### config.mk
export PLATFORM = sky130hd
export DESIGN_NAME = mem_bus_arbiter_flat
export DESIGN_NICKNAME = d
export VERILOG_FILES = /design/src/rtl/mem_bus_arbiter_pkg.sv /design/src/rtl/mem_bus_arbiter_if.sv /design/src/rtl/mem_bus_arbiter_rr_priority_picker.sv /design/src/rtl/mem_bus_arbiter.sv /design/src/flat_wrapper.sv
export SDC_FILE = /design/constraint.sdc
export NUM_CORES = 1
export LEC_CHECK = 0
export CAP_MARGIN = 20
export CORE_ASPECT_RATIO = 2
export CORE_UTILIZATION = 36
export DETAILED_ROUTE_END_ITERATION = 10
export PLACE_DENSITY = 0.77
export SLEW_MARGIN = 20
export SYNTH_ARGS = -nofsm -noshare
export SYNTH_HDL_FRONTEND = slang
export SYNTH_HIERARCHICAL = 1
export SYNTH_SLANG_ARGS = --single-unit
### constraint.sdc
create_clock -name clk -period 1.7 [get_ports clk]
set_input_delay 0.255 -clock clk [delete_from_list [all_inputs] [get_ports clk]]
set_output_delay 0.255 -clock clk [all_outputs]
set_load 0.02 [all_outputs]
### src/rtl/mem_bus_arbiter_pkg.sv
// rtl/mem_bus_arbiter_pkg.sv - shared state encodings and widths for the memory bus arbiter
package mem_bus_arbiter_pkg;

    typedef enum logic [1:0] {
        ST_IDLE  = 2'd0,
        ST_ISSUE = 2'd1,
        ST_WAIT  = 2'd2,
        ST_DONE  = 2'd3
    } arb_state_t;

    localparam int DEF_ADDR_W = 16;
    localparam int DEF_DATA_W = 16;
    localparam int LAT_CNT_W  = 3;

    function automatic int idx_width(input int n);
        return (n > 1) ? $clog2(n) : 1;
    endfunction

endpackage

### src/rtl/mem_bus_arbiter_if.sv
// rtl/mem_bus_arbiter_if.sv - master-side request/grant bus of the memory arbiter
interface mem_bus_arbiter_if
    import mem_bus_arbiter_pkg::*;
#(
    parameter int NUM_REQ = 2,
    parameter int ADDR_W  = DEF_ADDR_W,
    parameter int DATA_W  = DEF_DATA_W
);
    logic [NUM_REQ-1:0]        req;
    logic [NUM_REQ-1:0]        we;
    logic [NUM_REQ*ADDR_W-1:0] addr;
    logic [NUM_REQ*DATA_W-1:0] wdata;
    logic [NUM_REQ-1:0]        grant;
    logic [NUM_REQ-1:0]        ack;
    logic [DATA_W-1:0]         rdata;

    modport master (output req, we, addr, wdata, input grant, ack, rdata);
    modport slave  (input req, we, addr, wdata, output grant, ack, rdata);
endinterface

### src/rtl/mem_bus_arbiter_rr_priority_picker.sv
// rtl/mem_bus_arbiter_rr_priority_picker.sv - round-robin winner search from a rotating pointer
module rr_priority_picker #(
    parameter int N     = 2,
    parameter int IDX_W = 1
) (
    input  logic [N-1:0]     req,
    input  logic [IDX_W-1:0] ptr,
    output logic             any,
    output logic [N-1:0]     onehot,
    output logic [IDX_W-1:0] idx
);
    int j;

    always_comb begin
        onehot = '0;
        idx    = '0;
        any    = 1'b0;
        j      = 0;
        // first set bit at or above ptr, wrapping past N-1 back to 0
        for (int k = 0; k < N; k++) begin
            j = int'(ptr) + k;
            if (j >= N) j = j - N;
            if (!any && req[j]) begin
                any       = 1'b1;
                onehot[j] = 1'b1;
                idx       = IDX_W'(j);
            end
        end
    end
endmodule

### src/rtl/mem_bus_arbiter.sv
// rtl/mem_bus_arbiter.sv - round-robin arbiter sharing one synchronous memory port among masters
module mem_bus_arbiter
    import mem_bus_arbiter_pkg::*;
#(
    parameter int NUM_REQ  = 2,
    parameter int ADDR_W   = DEF_ADDR_W,
    parameter int DATA_W   = DEF_DATA_W,
    parameter int READ_LAT = 1
) (
    input  logic              clk,
    input  logic              reset,
    mem_bus_arbiter_if.slave  bus,
    output logic [ADDR_W-1:0] mem_addr,
    output logic [DATA_W-1:0] mem_wdata,
    output logic              mem_we,
    input  logic [DATA_W-1:0] mem_rdata,
    output logic              busy
);
    localparam int IDX_W = idx_width(NUM_REQ);

    arb_state_t           state;
    logic [IDX_W-1:0]     rr_ptr;
    logic [IDX_W-1:0]     owner;
    logic [LAT_CNT_W-1:0] lat_cnt;

    logic                 win_any;
    logic [NUM_REQ-1:0]   win_onehot;
    logic [IDX_W-1:0]     win_idx;

    rr_priority_picker #(
        .N     (NUM_REQ),
        .IDX_W (IDX_W)
    ) u_picker (
        .req    (bus.req),
        .ptr    (rr_ptr),
        .any    (win_any),
        .onehot (win_onehot),
        .idx    (win_idx)
    );

    always_ff @(posedge clk) begin
        if (reset) begin
            state     <= ST_IDLE;
            bus.grant <= '0;
            bus.ack   <= '0;
            bus.rdata <= '0;
            mem_addr  <= '0;
            mem_wdata <= '0;
            mem_we    <= 1'b0;
            busy      <= 1'b0;
            rr_ptr    <= '0;
            owner     <= '0;
            lat_cnt   <= '0;
        end else begin
            case (state)
                ST_IDLE: begin
                    mem_we  <= 1'b0;
                    bus.ack <= '0;
                    if (win_any) begin
                        state     <= ST_ISSUE;
                        busy      <= 1'b1;
                        bus.grant <= win_onehot;
                        owner     <= win_idx;
                        mem_addr  <= bus.addr[win_idx*ADDR_W +: ADDR_W];
                        mem_wdata <= bus.wdata[win_idx*DATA_W +: DATA_W];
                        mem_we    <= bus.we[win_idx];
                        // writes complete as soon as the strobe is on the bus
                        bus.ack   <= bus.we[win_idx] ? win_onehot : '0;
                    end
                end
                ST_ISSUE: begin
                    mem_we  <= 1'b0;
                    bus.ack <= '0;
                    if (mem_we) begin
                        state <= ST_DONE;
                    end else begin
                        lat_cnt <= LAT_CNT_W'(READ_LAT - 1);
                        if (READ_LAT == 1) begin
                            bus.rdata <= mem_rdata;
                            bus.ack   <= bus.grant;
                            state     <= ST_DONE;
                        end else begin
                            state <= ST_WAIT;
                        end
                    end
                end
                ST_WAIT: begin
                    if (lat_cnt == LAT_CNT_W'(1)) begin
                        bus.rdata <= mem_rdata;
                        bus.ack   <= bus.grant;
                        state     <= ST_DONE;
                    end else begin
                        lat_cnt <= lat_cnt - LAT_CNT_W'(1);
                    end
                end
                ST_DONE: begin
                    bus.ack   <= '0;
                    bus.grant <= '0;
                    busy      <= 1'b0;
                    rr_ptr    <= (owner == IDX_W'(NUM_REQ - 1)) ? '0 : owner + IDX_W'(1);
                    state     <= ST_IDLE;
                end
                default: state <= ST_IDLE;
            endcase
        end
    end
endmodule

### src/flat_wrapper.sv
// flat-port wrapper written by rule: the top's interface ports become plain ports
module mem_bus_arbiter_flat import mem_bus_arbiter_pkg::*;
#(
    parameter int NUM_REQ  = 2,
    parameter int ADDR_W   = DEF_ADDR_W,
    parameter int DATA_W   = DEF_DATA_W,
    parameter int READ_LAT = 1
)
  (clk, reset, mem_addr, mem_wdata, mem_we, mem_rdata, busy, bus_req, bus_we, bus_addr, bus_wdata, bus_grant, bus_ack, bus_rdata);
  mem_bus_arbiter_if #(.NUM_REQ(NUM_REQ), .ADDR_W(ADDR_W), .DATA_W(DATA_W)) bus_i ();
  input  logic clk;
  input  logic reset;
  output logic [ADDR_W-1:0] mem_addr;
  output logic [DATA_W-1:0] mem_wdata;
  output logic mem_we;
  input  logic [DATA_W-1:0] mem_rdata;
  output logic busy;
  input wire logic [$bits(bus_i.req)-1:0] bus_req;
  input wire logic [$bits(bus_i.we)-1:0] bus_we;
  input wire logic [$bits(bus_i.addr)-1:0] bus_addr;
  input wire logic [$bits(bus_i.wdata)-1:0] bus_wdata;
  output wire logic [$bits(bus_i.grant)-1:0] bus_grant;
  output wire logic [$bits(bus_i.ack)-1:0] bus_ack;
  output wire logic [$bits(bus_i.rdata)-1:0] bus_rdata;
  assign bus_i.req = bus_req;
  assign bus_i.we = bus_we;
  assign bus_i.addr = bus_addr;
  assign bus_i.wdata = bus_wdata;
  assign bus_grant = bus_i.grant;
  assign bus_ack = bus_i.ack;
  assign bus_rdata = bus_i.rdata;
  mem_bus_arbiter #(.NUM_REQ(NUM_REQ), .ADDR_W(ADDR_W), .DATA_W(DATA_W), .READ_LAT(READ_LAT)) u_core (.clk(clk), .reset(reset), .bus(bus_i), .mem_addr(mem_addr), .mem_wdata(mem_wdata), .mem_we(mem_we), .mem_rdata(mem_rdata), .busy(busy));
endmodule
==> impl_metrics.tcl, run 1 <==
set metrics [dict create \
    insertion_delay_ns 0.32 \
    worst_path_max_delay_cell "clkdlybuf4s50_1" \
    setup_viol_count_final 0 \
    place.detailed.hpwl_mm 5.57 \
    synth_xor_area_share_pct 0.321 \
    top_usage_layer "met2" \
    clock_sinks 61 \
    p_per_area_nw_per_um2 1500 \
    muxShareOfSynthArea_pct 19.5 \
    coreArea_um2 7320 \
    worstSetupEndpointType "output port" \
    holdWs_ns 0.402 \
    ant_nets 0 \
    root_buffer "clkbuf_16" \
    critical-path-top-delay-family "buffers and inverters" \
    drt-initial-drc-count 108 \
    ys_ff_latch 61 \
    synth_simple_gate_area_share_pct 12.6 \
    status "finished clean" \
    gr-usage-met1_pct 15.7 \
    yosysWarnings 6 \
    grt_overflow_total 0 \
    clk_pin_slew_ns 0.05 \
    clk_path_buf_depth 2 \
    fp.dieArea_um2 7960 \
    grt_max_degree 62 \
    leakagePower_uw 0.00175 \
    period_share_pct 97.1 \
    power_uw 6890 \
    synthToLayoutAreaGrowth_pct 67.9 \
    routed_wl_mm 7.20 \
    htree_levels 3 \
    hold_violations 0 \
    first_pass_iters 4 \
    boundaryPins 140 \
    crit_type "reg -> out" \
    vias 2529 \
    slew_viol_final 0 \
    layout-drive-gt1-share_pct 9.15 \
    grt_pass1_wl_mm 11.4 \
    max_stage_delay_ns 0.64 \
    worst-path-max-fanout 5 \
    grt.total_usage_pct 18.8 \
    drv_cap 0 \
    fin_skew_ns 0.00435 \
    vias_per_cell 4.88 \
    finalInstanceArea_um2 4590 \
    fp.dieH_um 125 \
    grt_pass1_vias 2516 \
    synth_compound_area_share_pct 14.4 \
    cp_num_buf_inv 1 \
    arrival_ns 1.40 \
    use_met2_pct 36.2 \
    synth_area_um2 2730 \
    cp.required_ns 1.44 \
    cts_tree "yes" \
    die_w_um 63.6 \
    dpl_cell_area_um2 4280 \
    syn_inst 283 \
    synth_fa_ha_area_share_pct 3.66 \
    gr-usage-met3_pct 4.29 \
    rows 44 \
    cts_inserted_buffers 9 \
    synth_top_family_by_area "multiplexers" \
    fmax_mhz 606 \
    period_needed_ns 1.65 \
    portBuffers 139 \
    slew_headroom_pct 75.2 \
    num_antenna_cells 0 \
    synth.distinct_cells 30 \
    syn_nets 377 \
    nets 515 \
    gp_congestion 0.868 \
    wire_per_inst_um 13.9 \
    worst_setup_path_start_kind "flip-flop" \
    peakVddDrop_v 0.000740 \
    regArea_um2 1230 \
    fin_util_pct 62.6 \
    crit_chain "clkdlybuf4s50_1" \
    multi_input_area_um2 1420 \
    cts_setup_buffers 0 \
    tightest_slew_ns 0.369 \
    antenna_found_initial 0 \
    rsz0062_at_grt "false" \
    drc 0 \
    ys_seq_area_share_pct 44.7 \
    start_util_pct 37.3 \
    min_path_type "in -> reg" \
    fillCellCount 632 \
    synth_area_per_cell_um2 9.66 \
]
[repair_timing]
item	in CTS	in global routing
gates resized for setup	0	1
hold buffers	0	0
setup endpoints to repair	0	2
[synthesized netlist by cell type]
library cell | count | area, µm²
or2_1 | 1 | 6.26
mux2i_1 | 52 | 521
a21boi_0 | 3 | 22.5
o2111ai_1 | 1 | 8.76
ha_1 | 8 | 100
nor2_1 | 61 | 229
inv_1 | 7 | 26.3
o211ai_1 | 1 | 7.51
nand2_1 | 4 | 15.0
o21bai_1 | 1 | 7.51
nand3_1 | 2 | 10.0
nor2b_1 | 4 | 25.0
a211oi_1 | 33 | 248
and2_4 | 1 | 8.76
buf_2 | 8 | 40.0
xor2_1 | 1 | 8.76
buf_12 | 1 | 20.0
nor4bb_1 | 1 | 10.0
nand2b_4 | 1 | 13.8
a2bb2oi_1 | 1 | 8.76
a311oi_1 | 3 | 26.3
nand4_1 | 1 | 6.26
nand3b_1 | 2 | 15.0
mux2_2 | 1 | 11.3
and2_1 | 1 | 6.26
clkbuf_1 | 12 | 45.0
a211oi_4 | 1 | 20.0
o21ai_0 | 3 | 15.0
dfxtp_1 | 61 | 1220
a21oi_1 | 6 | 30.0
[registers in the layout, summed over array words and instances, names as in the netlist]
signal	count
u_core/owner	1
u_core/state	2
u_core/bus.grant	2
u_core/bus.rdata	16
u_core/lat_cnt	3
u_core/rr_ptr	1
u_core/busy	1
u_core/mem_wdata	16
u_core/bus.ack	2
u_core/mem_addr	16
u_core/mem_we	1
[where the power goes]
part / total, µW / leakage [µW] / switching (µW) / internal (µW)
clock network: 1780 / 0.000146 / 639 / 1140
logic: 3020 / 0.00110 / 1510 / 1510
registers: 2100 / 0.000505 / 247 / 1850
total: 6890 / 0.00175 / 2400 / 4500
[cells by family after synthesis]
kind of cell | Yosys count
fa+ha+maj | 8
xor+xnor | 1
compound gates | 53
buf+inv | 28
flops | 61
mux | 53
simple gates | 79
[worst paths after layout]
path	start	endpoint	slack, ns	depth (start not counted)
worst max-delay path	u_core/mem_we$_SDFFE_PP0P_	mem_we	0.05	1
worst min-delay path	reset	u_core/bus.rdata[10]$_SDFFE_PP0P_	0.40	3
worst min register to register	u_core/busy$_SDFFE_PP0P_	u_core/busy$_SDFFE_PP0P_	0.48	2
worst max register to register	u_core/state[1]$_SDFFE_PP0P_	u_core/bus.rdata[7]$_SDFFE_PP0P_	0.11	7
[cells in the final DEF, fill, tap and decap left out, drive strengths merged, types with 2 or more instances in the layout]
cell,n
clkdlybuf4s50,138
nor2,61
dfxtp,61
mux2i,52
a211oi,34
buf,10
clkbuf,9
inv,8
ha,8
a21oi,6
nor2b,4
nand2,4
clkinv,4
a311oi,3
o21ai,3
a21boi,3
nand3b,2
nand3,2
and2,2
[cell type report]
type	count	area share [%]
inverters	7	0.682
repair buffers	148	32.5
multi-input cells	194	31.0
clock buffers	9	4.91
flip-flops and latches	61	26.8
clock inverters	7	1.64
well taps	92	2.51
[layer usage]
metal  part of all wire (%)  up-vias
li1                       -     1273
met1                     33     1131
met2                     58       98
met3                    4.5       27
met4                    4.8        0
met5                      0        -
[stage by stage]
| step | std cells | setup TNS (ns) | setup slack (ns) |
|---|---|---|---|
| 6_report | 518 | 0 | 0.0485 |
| 5_1_grt | 518 | 0 | 0.00722 |
| 4_1_cts | 518 | 0 | 0.0412 |
| 3_5_place_dp | 502 | -3.06 | -0.129 |
| 3_3_place_gp | 502 | -1.27 | -0.0856 |
| 2_1_floorplan | 283 | 0 | 0.00306 |
Note: power is estimated with default switching activity, not from simulation.
==> inputs of run 2 (changes only) <==
SETUP_SLACK_MARGIN = 0.15   (was default)
==> run 2 against run 1 <==
Compared with the run above:
- sequential power barely moved
- cell count rose by 1.9%
- power up 8.1%
- largest power group unchanged
- clock skew fell by 0.0010 ns
- worst setup slack better by 0.034 ns
- worst hold slack got worse by 0.023 ns
- routed wire length grew 11%
- first-iteration DRC count is 17% lower
- core utilization is 3.2 points higher
- via count grew 3.9%
==> impl_metrics.tcl, run 2 (same netlist as run 1, synthesis figures left out) <==
set metrics [dict create \
    pwr-share-seq_pct 27.9 \
    coreArea_um2 7320 \
    met3_length_um 325 \
    drv_cap 0 \
    synthToLayoutAreaGrowth_pct 76.4 \
    p_comb_share_pct 43.8 \
    wl_met2_mm 4.60 \
    hold_violations 0 \
    fmax_mhz 618 \
    vias_per_cell 4.98 \
    wire_per_inst_um 15.1 \
    num_antenna_cells 0 \
    htree_levels 3 \
    fp.dieArea_um2 7960 \
    cts_tree "yes" \
    preCtsSetupSlack_ns -0.158 \
    final_cell_mix "92 x clkdlybuf4s50_1, 60 x nor2_1, 59 x dfxtp_1" \
    netSwitchingPower_uw 2480 \
    p_per_area_nw_per_um2 1540 \
    vias 2627 \
    reg.largest.list "u_core/bus.rdata: 16 flops, u_core/mem_addr: 16 flops, u_core/mem_wdata: 16 flops" \
    holdBufCountCts 0 \
    cp.required_ns 1.93 \
    root_buffer "clkbuf_16" \
    setup_viol_count_final 0 \
    clock_sinks 61 \
    grt_max_degree 62 \
    fin_skew_ns 0.00334 \
    finalInstanceArea_um2 4820 \
    tightest_slew_ns 0.341 \
    drc 0 \
    drt-initial-drc-count 90 \
    layout-drive-gt1-share_pct 11.9 \
    fillCellCount 586 \
    holdWs_ns 0.380 \
    worstSetupEndpointType "flip-flop" \
    period_needed_ns 1.62 \
    met1Wirelength_mm 2.69 \
    p_clk_share_pct 28.3 \
    arrival_ns 1.85 \
    status "finished clean" \
    fp.dieH_um 125 \
    routed_wl_mm 7.99 \
    final_cells 528 \
    worst_setup_path_start_kind "flip-flop" \
    period_share_pct 95.1 \
    grt_pass1_wl_mm 12.2 \
    antenna_found_initial 0 \
    slew_viol_final 0 \
    insertion_delay_ns 0.33 \
    min_path_type "in -> reg" \
    gp_congestion 0.821 \
    nets 525 \
    place.detailed.hpwl_mm 5.62 \
    leakagePower_uw 0.00234 \
    boundaryPins 140 \
    crit_type "reg -> reg" \
    grt_pass1_vias 2638 \
    final_common_cell "clkdlybuf4s50_1" \
    peakVddDrop_v 0.000723 \
    ant_nets 0 \
    postLayoutSetupSlackWorst_ns 0.0829 \
    grt.total_usage_pct 20.2 \
    die_w_um 63.6 \
    rows 44 \
    start_util_pct 37.3 \
    p_int_uw 4960 \
    portBuffers 139 \
    dpl_cell_area_um2 4300 \
    cts_inserted_buffers 9 \
    placedCellCount 502 \
    first_pass_iters 4 \
    highest_layer "met4" \
    clk_pin_slew_ns 0.05 \
    switching_share_pct 33.3 \
    grt_overflow_total 0 \
    fin_tns_setup_ns 0 \
    clk_path_buf_depth 2 \
    rsz0062_at_grt "true" \
    worst-path-max-fanout 4 \
    slew_headroom_pct 77.1 \
]
==> run 2: metrics by stage <==
stage,power [µW],utilization [%]
finish,7450,65.8
CTS,7290,63.3
global placement,5130,58.7
detailed placement,5220,58.7
floorplan,3940,-
global route,7810,65.8
==> run 2: power groups by stage <==
| stage | sequential (µW) | clock, µW | combinational (µW) |
|---|---|---|---|
| after floorplan | 2540 | 0 | 1400 |
| after global placement | 2110 | 0 | 3020 |
| after detailed placement | 2120 | 0 | 3090 |
| after CTS | 2100 | 2160 | 3040 |
| after global routing | 2130 | 2200 | 3470 |
| final | 2080 | 2110 | 3260 |
==> run 2: what timing repair did <==
item	in CTS	in global routing
endpoints found under the hold margin	0	0
gates resized for setup	20	35
cloned	0	1
pin swaps	0	8
buffers inserted	0	9
setup endpoints to repair	59	67
==> run 2: final timing paths <==
kind / start / end / slack [ns] / depth (start not counted)
min reg2reg: u_core/busy$_SDFFE_PP0P_ / u_core/busy$_SDFFE_PP0P_ / 0.48 / 2
min: reset / u_core/bus.rdata[0]$_SDFFE_PP0P_ / 0.38 / 3
max reg2reg: u_core/state[1]$_SDFFE_PP0P_ / u_core/lat_cnt[2]$_SDFFE_PP0P_ / 0.08 / 7
max: u_core/state[1]$_SDFFE_PP0P_ / u_core/lat_cnt[2]$_SDFFE_PP0P_ / 0.08 / 7
==> run 2: area by class of cell <==
cell class                 count  area [µm²]  area share (%)
clock buffer                  14         295            6.13
clock inverter                 2        60.1            1.25
inverter                       7        31.3           0.649
multi-input combinational    194        1440            29.8
sequential                    61        1230            25.5
tap                           92         115            2.39
timing repair buffer         158        1650            34.3
==> run 2: layer usage <==
layer / vias to the layer above / GRT usage [%]
met2: 100 / 38.0
li1: 1297 / -
met4: 0 / 15.5
met5: - / 0
met3: 26 / 3.38
met1: 1204 / 18.1
==> run 2: critical path: stages, from the launching register on <==
cell	delay (ns)
dfxtp_4	0.38
inv_4	0.05
ha_4	0.17
buf_4	0.13
nand2_1	0.16
o2111ai_1	0.18
xor2_1	0.19
a311oi_1	0.27
==> inputs of run 3 (changes only) <==
==> constraint.sdc (replaced) <==
create_clock -name clk -period 1.7 [get_ports clk]
set_input_delay 0.34 -clock clk [delete_from_list [all_inputs] [get_ports clk]]
set_output_delay 0.34 -clock clk [all_outputs]
set_load 0.02 [all_outputs]
==> run 3 against run 2 <==
Compared with the run above:
- critical path depth stayed put
- clock power is 3% lower
- first-iteration DRC count down 18%
- routed wire length fell by 7.4%
- die area stayed put
- clock skew grew 0.0015 ns
- cell area down 4.5%
- core utilization is 2.9 points lower
- clock-buffer cell count shrank 3
- global-route usage decreased by 0.88 points
- sequential share of layout area increased by 1.2 points
- fmax fell by 1.1%
==> impl_metrics.tcl, run 3 (same netlist as run 1, synthesis figures left out) <==
set metrics [dict create \
    fp.dieArea_um2 7960 \
    crit_type "reg -> reg" \
    worst-path-max-fanout 16 \
    status "finished clean" \
    min-delay-start "reset" \
    ant_nets 0 \
    dpl_cell_area_um2 4310 \
    grt_overflow_total 0 \
    worst_path_max_delay_cell "dfxtp_4" \
    clk_pin_slew_ns 0.05 \
    cp_num_buf_inv 2 \
    p_int_uw 4570 \
    reg.largest.list "u_core/bus.rdata: 16 flops, u_core/mem_addr: 16 flops, u_core/mem_wdata: 16 flops" \
    fillCellCount 638 \
    fin_tns_setup_ns 0 \
    htree_levels 3 \
    period_share_pct 96.2 \
    crit_chain "inv_4, ha_4, and2_4, a211oi_4, buf_12, mux2i_2, nor2_1" \
    pwr-share-seq_pct 29.8 \
    coreArea_um2 7320 \
    arrival_ns 1.85 \
    die_w_um 63.6 \
    p_per_area_nw_per_um2 1510 \
    gr-usage-met1_pct 17.1 \
    ff2ff_path_depth 7 \
    leakagePower_uw 0.00201 \
    holdWs_ns 0.405 \
    insertion_delay_ns 0.33 \
    start_util_pct 37.3 \
    gr-usage-met3_pct 4.11 \
    r2r_start "u_core/state[1]$_SDFFE_PP0P_" \
    layout-drive-gt1-share_pct 9.81 \
    clock_sinks 61 \
    period_needed_ns 1.63 \
    grt_max_degree 39 \
    critical-path-top-delay-family "flip-flops" \
    boundaryPins 140 \
    netSwitchingPower_uw 2410 \
    slew_headroom_pct 73.7 \
    gp_congestion 0.859 \
    grt.total_usage_pct 19.3 \
    whs_path_depth 2 \
    setup_viol_count_final 0 \
    p_comb_share_pct 40.8 \
    p_clk_share_pct 29.4 \
    cp.required_ns 1.92 \
    rsz0062_at_grt "true" \
    num_antenna_cells 0 \
    vias_per_cell 4.98 \
    rows 44 \
    min_path_type "in -> reg" \
    clk_path_buf_depth 2 \
    worst_setup_path_start_kind "flip-flop" \
    worstSetupEndpointType "flip-flop" \
    fmax_mhz 612 \
    grt_pass1_wl_mm 11.7 \
    hold_violations 0 \
    rr_endpoint "u_core/bus.rdata[7]$_SDFFE_PP0P_" \
    final_common_cell "clkdlybuf4s50_1" \
    wire_per_inst_um 14.2 \
    root_buffer "clkbuf_16" \
    min_to "u_core/rr_ptr$_SDFFE_PP0P_" \
    grt_pass1_vias 2593 \
    nets 517 \
    worstSetupStartpoint "u_core/state[1]$_SDFFE_PP0P_" \
    cts_setup_buffers 0 \
    cts_inserted_buffers 9 \
    drc 0 \
    slew_viol_final 0 \
    final_cell_mix "82 x clkdlybuf4s50_1, 61 x nor2_1, 59 x dfxtp_1" \
    portBuffers 139 \
    vias 2588 \
    cts_tree "yes" \
    fin_util_pct 62.9 \
    top_usage_layer "met2" \
    drv_cap 0 \
    peakVddDrop_v 0.000771 \
    place.detailed.hpwl_mm 5.63 \
    r2r_setup_slack_ns 0.07 \
    routed_wl_mm 7.40 \
    fp.dieH_um 125 \
    switching_share_pct 34.5 \
    power_uw 6970 \
    antenna_found_initial 0 \
    drt-initial-drc-count 74 \
    use_met2_pct 37.1 \
    finalInstanceArea_um2 4600 \
    fin_skew_ns 0.00484 \
    max_stage_delay_ns 0.39 \
    first_pass_iters 4 \
    synthToLayoutAreaGrowth_pct 68.5 \
    tightest_slew_ns 0.391 \
]
run 3: changes by cell type in the layout (fill, tap and decap cells not counted), moves of 6 or more:
cell / before / now
dlymetal6s2s_1: 28 / 1
dlygate4sd2_1: 18 / 55
buf_4: 12 / 6
clkdlybuf4s50_1: 92 / 82
run 3: worst register-to-register path: stages, from the launching register on:
cell and delay, ns:
dfxtp_4 0.39, inv_4 0.05, ha_4 0.16, and2_4 0.16, a211oi_4 0.24, buf_12 0.20, mux2i_2 0.26, nor2_1 0.07
run 3: power by group through the flow:
stage                     sequential [µW]  combinational [µW]  clock, µW
after floorplan                      2540                1400          0
after CTS                            2080                2860       2090
after global routing                 2130                3070       2140
after detailed placement             2120                3090          0
after global placement               2100                3020          0
final                                2080                2850       2050
run 3: worst max-delay path by stage:
stage / end / slack (ns) / cells past startpoint
after floorplan: u_core/bus.rdata[10]$_SDFFE_PP0P_ / 0.003 / 7
final: u_core/bus.rdata[7]$_SDFFE_PP0P_ / 0.07 / 7
after global routing: u_core/bus.rdata[7]$_SDFFE_PP0P_ / 0.03 / 7
after global placement: u_core/mem_wdata[11]$_SDFFE_PP0P_ / -0.17 / 6
after detailed placement: u_core/mem_wdata[11]$_SDFFE_PP0P_ / -0.26 / 6
after CTS: u_core/bus.rdata[7]$_SDFFE_PP0P_ / 0.06 / 7
run 3: metrics by stage:
step	setup WS, ns	std cells
2_1_floorplan	0.00306	283
3_3_place_gp	-0.172	504
3_5_place_dp	-0.256	504
4_1_cts	0.0603	520
5_1_grt	0.0307	520
6_report	0.0651	520
run 3: cell type report:
type	instances	area, µm²	area share, %
clock inverters	5	78.8	1.71
repair buffers	150	1460	31.6
multi-input cells	194	1430	31.1
inverters	7	31.3	0.679
flip-flops and latches	61	1230	26.7
clock buffers	11	264	5.73
well taps	92	115	2.50
run 3: repair_timing:
action | in CTS | in global routing
resized for setup | 58 | 3
hold buffers | 0 | 0
endpoints found under the setup margin | 105 | 45
hold endpoints to repair | 0 | 0
run 3: routing by layer:
| metal | routed length (µm) | up-vias |
|---|---|---|
| met5 | 0 | - |
| met4 | 254 | 0 |
| met3 | 317 | 19 |
| met2 | 4300 | 98 |
| met1 | 2530 | 1194 |
| li1 | - | 1277 |
